[src/rtl/mux_pkg.sv]
// Shared constants and elaboration-time helpers for the pipelined mux tree.
// Optional feature macro used by this slice: MUX_TREE_SEL_CHECK_EN.
package mux_pkg;

    localparam int MAX_CHANNELS = 64;

    // ceil(log2(n)); saturates at the width needed for MAX_CHANNELS
    function automatic int clog2(input int n);
        int r;
        r = 0;
        while (((1 << r) < n) && ((1 << r) < MAX_CHANNELS)) r++;
        return r;
    endfunction

    // Bit offset of level lvl's select slice inside the flattened select pipe.
    // Level lvl still carries sel_w - lvl bits, so offsets are a triangular sum.
    function automatic int sel_offset(input int sel_w, input int lvl);
        return lvl * sel_w - (lvl * (lvl - 1)) / 2;
    endfunction

    // Node index of the first input of level lvl in the flattened tree
    // (leaves first, then each level's registered outputs, root last).
    function automatic int node_offset(input int pad_n, input int lvl);
        return 2 * pad_n - 2 * (pad_n >> lvl);
    endfunction

endpackage

[src/rtl/mux_tree_pipe_if.sv]
// Stream interface of the pipelined mux tree: channel bus + select in,
// selected data out, valid/ready on both sides.
// sel_err exists only when MUX_TREE_SEL_CHECK_EN is defined.
interface mux_tree_pipe_if #(
    parameter int N_IN   = 16,
    parameter int DATA_W = 1
);
    import mux_pkg::*;

    localparam int SEL_W = clog2(N_IN);

    logic [N_IN*DATA_W-1:0] din;
    logic [SEL_W-1:0]       sel;
    logic                   in_valid;
    logic                   in_ready;
    logic [DATA_W-1:0]      out;
    logic                   out_valid;
    logic                   out_ready;

`ifdef MUX_TREE_SEL_CHECK_EN
    logic                   sel_err;

    modport master (
        output din, sel, in_valid, out_ready,
        input  in_ready, out, out_valid, sel_err
    );

    modport slave (
        input  din, sel, in_valid, out_ready,
        output in_ready, out, out_valid, sel_err
    );
`else
    modport master (
        output din, sel, in_valid, out_ready,
        input  in_ready, out, out_valid
    );

    modport slave (
        input  din, sel, in_valid, out_ready,
        output in_ready, out, out_valid
    );
`endif

endinterface

[src/rtl/mux2_stage.sv]
// One tree node: DATA_W-wide 2:1 select followed by its pipeline register.
// Data loads only with a valid beat so bubbles leave the register untouched.
module mux2_stage #(
    parameter int DATA_W = 1
) (
    input  logic              clk,
    input  logic              rst_n,
    input  logic              en,
    input  logic              in_valid,
    input  logic              sel,
    input  logic [DATA_W-1:0] d0,
    input  logic [DATA_W-1:0] d1,
    output logic [DATA_W-1:0] q,
    output logic              q_valid
);

    logic [DATA_W-1:0] data_d, data_q;
    logic              valid_d, valid_q;

    // next state: hold while stalled, take a bubble or a selected beat otherwise
    always_comb begin
        data_d  = data_q;
        valid_d = valid_q;
        if (en) begin
            valid_d = in_valid;
            if (in_valid) begin
                data_d = sel ? d1 : d0;
            end
        end
    end

    // node register, cleared asynchronously
    always_ff @(posedge clk or negedge rst_n) begin
        if (!rst_n) begin
            data_q  <= '0;
            valid_q <= 1'b0;
        end else begin
            data_q  <= data_d;
            valid_q <= valid_d;
        end
    end

    assign q       = data_q;
    assign q_valid = valid_q;

endmodule

[src/rtl/mux_tree_pipe.sv]
// Pipelined N_IN:1 mux built as a registered binary tree of mux2_stage nodes.
// Level L (0 = input side) selects with sel bit L; every level is registered,
// so latency is LEVELS = ceil(log2(N_IN)) cycles. The whole pipe stalls as one
// when the output holds a beat that downstream is not taking.
// Optional: MUX_TREE_SEL_CHECK_EN adds sel_err, flagging out-of-range selects.
module mux_tree_pipe
    import mux_pkg::*;
#(
    parameter int N_IN   = 16,
    parameter int DATA_W = 1
) (
    input logic            clk,
    input logic            rst_n,
    mux_tree_pipe_if.slave bus
);

    localparam int SEL_W    = clog2(N_IN);
    localparam int LEVELS   = SEL_W;
    localparam int PAD_N    = 1 << SEL_W;
    localparam int NODES    = 2 * PAD_N - 1;
    localparam int SEL_BITS = sel_offset(SEL_W, LEVELS);

    // Flattened tree: leaves at [0, PAD_N), each level's outputs after, root last.
    logic [NODES*DATA_W-1:0] node_data;
    logic [NODES-1:0]        node_vld;
    // Select bits still needed by each level; level L's slice starts with bit L.
    logic [SEL_BITS-1:0]     sel_pipe;
    logic                    stage_en;

    // one global advance: the pipe moves unless a held output is being refused
    assign stage_en     = bus.out_ready | ~node_vld[NODES-1];
    assign bus.in_ready = stage_en;

    assign sel_pipe[SEL_W-1:0] = bus.sel;

`ifdef MUX_TREE_SEL_CHECK_EN
    localparam logic [SEL_W:0] N_IN_W = (SEL_W + 1)'(N_IN);

    logic [LEVELS:0] err_chain;

    assign err_chain[0] = ({1'b0, bus.sel} >= N_IN_W);
    assign bus.sel_err  = err_chain[LEVELS];
`endif

    // leaves: real channels, then zero padding up to the next power of two
    for (genvar k = 0; k < PAD_N; k++) begin : g_leaf
        if (k < N_IN) begin : g_chan
            assign node_data[k*DATA_W +: DATA_W] = bus.din[k*DATA_W +: DATA_W];
        end else begin : g_pad
            assign node_data[k*DATA_W +: DATA_W] = '0;
        end
        assign node_vld[k] = bus.in_valid;
    end

    for (genvar lvl = 0; lvl < LEVELS; lvl++) begin : g_lvl
        localparam int IN_OFF  = node_offset(PAD_N, lvl);
        localparam int OUT_OFF = node_offset(PAD_N, lvl + 1);
        localparam int N_NODES = PAD_N >> (lvl + 1);
        localparam int S_OFF   = sel_offset(SEL_W, lvl);
        localparam int S_W     = SEL_W - lvl;

        for (genvar j = 0; j < N_NODES; j++) begin : g_node
            mux2_stage #(
                .DATA_W (DATA_W)
            ) u_node (
                .clk      (clk),
                .rst_n    (rst_n),
                .en       (stage_en),
                .in_valid (node_vld[IN_OFF+2*j] & node_vld[IN_OFF+2*j+1]),
                .sel      (sel_pipe[S_OFF]),
                .d0       (node_data[(IN_OFF+2*j)*DATA_W +: DATA_W]),
                .d1       (node_data[(IN_OFF+2*j+1)*DATA_W +: DATA_W]),
                .q        (node_data[(OUT_OFF+j)*DATA_W +: DATA_W]),
                .q_valid  (node_vld[OUT_OFF+j])
            );
        end

        if (S_W > 1) begin : g_sel
            logic [S_W-2:0] sel_rem_d, sel_rem_q;

            // carry the select bits the later levels still need
            always_comb begin
                sel_rem_d = sel_rem_q;
                if (stage_en) begin
                    sel_rem_d = sel_pipe[S_OFF+1 +: S_W-1];
                end
            end

            // select remainder register for the next level
            always_ff @(posedge clk or negedge rst_n) begin
                if (!rst_n) begin
                    sel_rem_q <= '0;
                end else begin
                    sel_rem_q <= sel_rem_d;
                end
            end

            assign sel_pipe[S_OFF+S_W +: S_W-1] = sel_rem_q;
        end

`ifdef MUX_TREE_SEL_CHECK_EN
        logic err_d, err_q;

        // error flag rides with its beat and reads 0 on bubbles
        always_comb begin
            err_d = err_q;
            if (stage_en) begin
                err_d = node_vld[IN_OFF] & err_chain[lvl];
            end
        end

        // per-level error register
        always_ff @(posedge clk or negedge rst_n) begin
            if (!rst_n) begin
                err_q <= 1'b0;
            end else begin
                err_q <= err_d;
            end
        end

        assign err_chain[lvl+1] = err_q;
`endif
    end

    assign bus.out       = node_data[(NODES-1)*DATA_W +: DATA_W];
    assign bus.out_valid = node_vld[NODES-1];

endmodule

[src/flat_wrapper.sv]
// flat-port wrapper written by rule: the top's interface ports become plain ports
module mux_tree_pipe_flat import mux_pkg::*;
#(
    parameter int N_IN   = 16,
    parameter int DATA_W = 1
)
  (clk, rst_n, bus_din, bus_sel, bus_in_valid, bus_out_ready, bus_in_ready, bus_out, bus_out_valid);
  mux_tree_pipe_if #(.N_IN(N_IN), .DATA_W(DATA_W)) bus_i ();
  input logic clk;
  input logic rst_n;
  input wire logic [$bits(bus_i.din)-1:0] bus_din;
  input wire logic [$bits(bus_i.sel)-1:0] bus_sel;
  input wire logic [$bits(bus_i.in_valid)-1:0] bus_in_valid;
  input wire logic [$bits(bus_i.out_ready)-1:0] bus_out_ready;
  output wire logic [$bits(bus_i.in_ready)-1:0] bus_in_ready;
  output wire logic [$bits(bus_i.out)-1:0] bus_out;
  output wire logic [$bits(bus_i.out_valid)-1:0] bus_out_valid;
  assign bus_i.din = bus_din;
  assign bus_i.sel = bus_sel;
  assign bus_i.in_valid = bus_in_valid;
  assign bus_i.out_ready = bus_out_ready;
  assign bus_in_ready = bus_i.in_ready;
  assign bus_out = bus_i.out;
  assign bus_out_valid = bus_i.out_valid;
  mux_tree_pipe #(.N_IN(N_IN), .DATA_W(DATA_W)) u_core (.clk(clk), .rst_n(rst_n), .bus(bus_i));
endmodule
[config.mk]
export PLATFORM = sky130hd
export DESIGN_NAME = mux_tree_pipe_flat
export DESIGN_NICKNAME = d
export VERILOG_FILES = /design/src/rtl/mux_pkg.sv /design/src/rtl/mux_tree_pipe_if.sv /design/src/rtl/mux2_stage.sv /design/src/rtl/mux_tree_pipe.sv /design/src/flat_wrapper.sv
export SDC_FILE = /design/constraint.sdc
export NUM_CORES = 1
export LEC_CHECK = 0
export CORE_ASPECT_RATIO = 1.1
export CORE_MARGIN = 2
export CORE_UTILIZATION = 48
export DETAILED_ROUTE_END_ITERATION = 8
export PLACE_DENSITY = 0.75
export SKIP_CTS_REPAIR_TIMING = 1
export SYNTH_ARGS = -nofsm -noshare
export SYNTH_HDL_FRONTEND = slang
export SYNTH_SLANG_ARGS = --single-unit
[constraint.sdc]
create_clock -name clk -period 1.15 [get_ports clk]
set_input_delay 0.1725 -clock clk [delete_from_list [all_inputs] [get_ports clk]]
set_output_delay 0.1725 -clock clk [all_outputs]
set_load 0.01 [all_outputs]
==> metrics.cfg, run 1 <==
[place]
dp_hpwl_mm=1.36
io_buffers=26
dpl_cell_area_um2=1490
place_congestion=0.700
place_inst=144

[timing]
fin_ws_ns=-0.0149
finalSetupViolCount=14
fin_crit_ns=1.16
slew_violations=0
tightest_slew_ns=0.284
relSlewSlack=0.811
whs_ns=0.192
fmax_mhz=858
rsz0062_at_grt=true
skew_ns=0.00269
min_period_over_period=1.01
hold_viol_final=0

[layout]
nets=148
final_cells=153
drive_gt1_frac=0.309
utilization=0.717
syn_to_final_growth_pct=41.1
final_area_um2=1630
diodes=0

[setup_path]
cp_max_fo=6
rr_endpoint=u_core.g_lvl[1].g_node[0].u_node.q_valid
path_cells=nand2b_4 > buf_4 > buf_12 > mux2_4
cp-endpoint=u_core.g_lvl[1].g_node[0].u_node.q_valid
arrival_ns=1.38
path_delay_family=flip-flops
crit_required_ns=1.36
slowest_delay_ns=0.43
slowest_stage=dfrtp_1
critPathBufInv=2
worstSetupEndpointType=flop
r2r_setup_slack_ns=-0.01
rr_worst_depth=4
cp-startpoint=u_core.g_lvl[3].g_node[0].u_node.q_valid
path_depth=4
startpoint_type=flop
reg2reg_from=u_core.g_lvl[3].g_node[0].u_node.q_valid
critPathKind=flop to flop

[logic_synthesis]
synth_warnings=0
synth_top_family_by_area=multiplexers
syn-cell-area_um2=1160
synth-seq-area-share=0.541
ys_seq_elements=25
synthXorXnorAreaFrac=0
synthCells=90
synth_cell_types=13
avgSynthCellArea_um2=12.8
muxShareOfSynthArea=0.247
synth_fa_ha_area_frac=0
synth-compound-area-share=0.146
syn_nets=114
synth-simple-area-share=0.0303

[detailed_routing]
via_per_inst=5.21
ant_nets=0
drt-total-wl_mm=2.05
wl_per_cell_um=13.4
drc=0
vias=797
dr.pass1.iters=3
drt-initial-drc-count=4

[floorplan]
dieHeight_um=55.5
die_x_um=50.8
rows=18
core_area_um2=2270
dieArea_um2=2820
initial_utilization=0.508
ios=27

[power]
power_leakage_nw=0.725
p_total_mw=3.07
power_density_nw_per_um2=1880
ir_worst_vdd_mv=1.01

[outcome]
violations=setup timing
status=finished with violations

[clocking]
clk_path_buf_depth=2
ctsHtreeMaxLevel=1
clockRootBuffer=clkbuf_4
cts_tree=built
clkSlewWorstSetupHoldPaths_ns=0.12
cts_made_buffers=3
clk_latency_ns=0.31
cts_sinks=25

[global_route]
grt_pass1_wl_mm=3.17
grt_overflow_total=0
antenna_found_initial=0
grt_pass1_vias=796
grt_start_max_net_pins=26
grt_usage=0.146

[hold_path]
min-delay-path-class=primary input to async pin

[flow_run]
cap_violations=0

-- cell usage in the layout (no fill, tap or decap), drive strengths merged --
cell type | netlist | layout
a21oi | 27 | 27
dfrtp | 25 | 25
clkdlybuf4s50 | 0 | 23
mux2i | 15 | 15
mux2 | 9 | 9
buf | 5 | 8
clkbuf | 2 | 7
a31oi | 3 | 3
and2 | 2 | 2
dlymetal6s2s | 0 | 2
nand2b | 2 | 2
-- synth_stat cells --
cell,count,area (um^2)
buf_2,4,20.0
a21oi_2,4,35.0
buf_6,1,11.3
a31oi_1,3,18.8
mux2i_1,15,150
a21oi_1,23,115
clkbuf_2,2,10.0
dfrtp_1,25,626
and2_1,1,6.26
mux2_4,9,135
nand2b_4,1,13.8
and2_4,1,8.76
nand2b_1,1,6.26
-- per-stage QoR --
| stage | TNS [ns] | setup slack [ns] |
|---|---|---|
| after detailed placement | -5.75 | -0.342 |
| after CTS | -1.58 | -0.420 |
| after floorplan | 0 | 0.0632 |
| final | -0.0795 | -0.0149 |
| after global placement | -5.87 | -0.340 |
| after global routing | -1.05 | -0.0767 |
-- state kept, by name, summed over array words and instances, names as in the netlist --
register and flops:
u_core.g_lvl.g_node.u_node.q_valid 4, u_core.g_lvl.g_node.u_node.q 15, u_core.g_lvl.g_sel.sel_rem_q 6
-- cells by family (layout without fill, tap and decap cells) --
family,after synthesis,after routing
AOI/OAI and AO/OA,30,30
DFF,25,25
muxes,24,24
buffers and inverters,7,40
and+or+nand+nor,4,4
-- worst reg2reg max path, cell delays in order (launching register included) --
cell and delay, ns:
dfrtp_1 0.43, nand2b_4 0.11, buf_4 0.12, buf_12 0.11
mux2_4 0.30
-- how the worst min path moves through the flow --
| stage | slack [ns] | start | cells after the start | endpoint |
|---|---|---|---|---|
| floorplan | -0.12 | rst_n | 0 | u_core.g_lvl[0].g_node[0].u_node.q |
| global placement | 0.49 | u_core.g_lvl[0].g_sel.sel_rem_q[1] | 1 | u_core.g_lvl[1].g_sel.sel_rem_q[0] |
| detailed placement | 0.50 | u_core.g_lvl[0].g_sel.sel_rem_q[2] | 1 | u_core.g_lvl[1].g_sel.sel_rem_q[1] |
| CTS | 0.19 | rst_n | 2 | u_core.g_lvl[1].g_sel.sel_rem_q[1] |
| global route | 0.21 | rst_n | 2 | u_core.g_lvl[0].g_node[2].u_node.q |
| finish | 0.19 | rst_n | 2 | u_core.g_lvl[0].g_sel.sel_rem_q[1] |
-- power breakdown --
group | internal, mW | leakage (nW) | switching (mW)
logic | 0.779 | 0.433 | 0.465
clock network | 0.136 | 0.0150 | 0.243
registers | 1.20 | 0.276 | 0.250
-- final cells by class --
| class | count | area (um^2) |
|---|---|---|
| Fill cell | 166 | 643 |
| Multi-Input combinational cell | 58 | 522 |
| Clock buffer | 4 | 26.3 |
| Timing Repair Buffer | 36 | 420 |
| Tap cell | 30 | 37.5 |
| Sequential cell | 25 | 626 |
-- layer usage --
metal	wire [um]	global-route usage	vias up
li1	-	-	390
met1	898	0.179	381
met2	1020	0.246	23
met3	96	0.0243	3
met4	31	0.0695	0
met5	0	0	-
No activity file was read; power rests on OpenSTA's default activity.
==> run 2: changes to the inputs <==
- CTS_BUF_LIST: not set -> sky130_fd_sc_hd__clkbuf_4 sky130_fd_sc_hd__clkbuf_8 sky130_fd_sc_hd__clkbuf_16
==> run 2 against run 1 <==
The flow still finishes with violations (setup timing). Combinational power grew 6%. Die area is the same. First-iteration DRC count grew 25%. Global-route usage grew 0.11 points. Register-to-register slack lost 0.08 ns. Power grew 2.9%.
==> metrics.cfg, run 2 (same netlist as run 1, synthesis figures left out) <==
[timing]
min_period_over_period=1.09
skew_ns=0.00928
fin_crit_ns=1.26
tightest_slew_ns=0.274
fin_ws_ns=-0.106
slew_violations=0
rsz0062_at_grt=true
relSlewSlack=0.817
fmax_mhz=796
hold_viol_final=0
finalSetupViolCount=23

[setup_path]
cp_max_fo=4
worstSetupEndpointType=output port
arrival_ns=1.08
startpoint_type=flop
crit_required_ns=0.98
critPathKind=flop to output port
rr_endpoint=u_core.g_lvl[1].g_node[0].u_node.q_valid
r2r_setup_slack_ns=-0.09
reg2reg_from=u_core.g_lvl[3].g_node[0].u_node.q_valid
rr_worst_depth=5

[power]
p_seq_frac=0.459
pwr-share-clk=0.128
pwr-share-comb=0.413
switching_share=0.311
power_density_nw_per_um2=1910
ir_worst_vdd_mv=0.995
power_leakage_nw=0.740
switching_power_mw=0.984
p_total_mw=3.16
p_int_mw=2.18

[floorplan]
ios=27
rows=18
dieHeight_um=55.5
initial_utilization=0.508
dieArea_um2=2820
die_x_um=50.8
core_area_um2=2270

[layout]
syn_to_final_growth_pct=43.4
final_cell_mix=25 x dfrtp_1, 23 x clkdlybuf4s50_1, 15 x mux2i_1, 14 x a21oi_1, 13 x a21oi_2
seqCellArea_um2=626
nets=149
drive_gt1_frac=0.323
largest_reg_flops=15
multiInputGateArea_um2=526
diodes=0
nFillCells=155
final_common_cell=dfrtp_1

[detailed_routing]
drt-initial-drc-count=5
vias=804
via_per_inst=5.22
dr.pass1.iters=3
ant_nets=0
drc=0
drt-total-wl_mm=2.10
wl_per_cell_um=13.7

[global_route]
grt_overflow_total=0
grt_start_max_net_pins=26
antenna_found_initial=0
grt_usage=0.147
grt_pass1_wl_mm=3.19
grt_pass1_vias=797

[place]
io_buffers=26
dp_hpwl_mm=1.36
pre_cts_ws_ns=-0.342
place_congestion=0.700

[hold_path]
min-delay-path-class=primary input to async pin

[outcome]
status=finished with violations
violations=setup timing

[clocking]
cts_sinks=25
cts_made_buffers=3
clk_latency_ns=0.32
cts_tree=built
clockRootBuffer=clkbuf_4
clkSlewWorstSetupHoldPaths_ns=0.13
ctsHtreeMaxLevel=1
clk_path_buf_depth=2

[flow_run]
cap_violations=0

-- run 2: cell count changes in the layout (fill, tap and decap cells not counted), sizes merged --
cell,previous run,this run
dlymetal6s2s,2,3
clkbuf,7,6
buf,8,9
-- run 2: how the worst max path moves through the flow --
| stage | end | startpoint | slack [ns] |
|---|---|---|---|
| global route | bus_in_ready | u_core.g_lvl[3].g_node[0].u_node.q_valid | -0.16 |
| global placement | u_core.g_lvl[0].g_node[7].u_node.q | bus_out_ready | -0.34 |
| finish | bus_in_ready | u_core.g_lvl[3].g_node[0].u_node.q_valid | -0.11 |
| floorplan | u_core.g_lvl[0].g_node[3].u_node.q_valid | u_core.g_lvl[3].g_node[0].u_node.q_valid | 0.06 |
| detailed placement | u_core.g_lvl[0].g_node[3].u_node.q | bus_out_ready | -0.34 |
| CTS | bus_in_ready | u_core.g_lvl[3].g_node[0].u_node.q_valid | -0.42 |
-- run 2: area by class of cell --
cell class              instances  area share
repair buffers                 37       0.265
clock buffers                   4      0.0181
flip-flops and latches         25       0.377
multi-input cells              58       0.317
well taps                      30      0.0226
-- run 2: power groups by stage --
stage          Sequential (mW)  Combinational, mW  Clock, mW
5_1_grt                   1.49               1.42      0.456
4_1_cts                   1.44               1.04      0.421
3_3_place_gp              1.45               1.02          0
2_1_floorplan             1.40              0.755          0
6_report                  1.45               1.31      0.406
3_5_place_dp              1.46               1.04          0
-- run 2: layer usage --
metal  vias up  wire (um)  GRT usage
li1        390          -          -
met5         -          0          0
met3         3         81     0.0243
met1       388        886      0.182
met2        23       1100      0.246
met4         0         34     0.0695
-- run 2: stage by stage --
| step | cells | setup TNS, ns | area (um^2) | hold WS, ns | utilization |
|---|---|---|---|---|---|
| 2_1_floorplan | 90 | 0 | 1160 | -0.123 | - |
| 3_3_place_gp | 144 | -5.87 | 1490 | 0.490 | 0.654 |
| 3_5_place_dp | 144 | -5.75 | 1490 | 0.496 | 0.654 |
| 4_1_cts | 148 | -1.57 | 1520 | 0.185 | 0.667 |
| 5_1_grt | 154 | -2.65 | 1660 | 0.196 | 0.729 |
| 6_report | 154 | -1.50 | 1660 | 0.187 | 0.729 |
-- run 2: worst max-delay path, cell delays in order, from the launching register on --
cell	delay (ns)
dfrtp_1	0.41
buf_6	0.12
nand2b_4	0.08
dlymetal6s2s_1	0.16
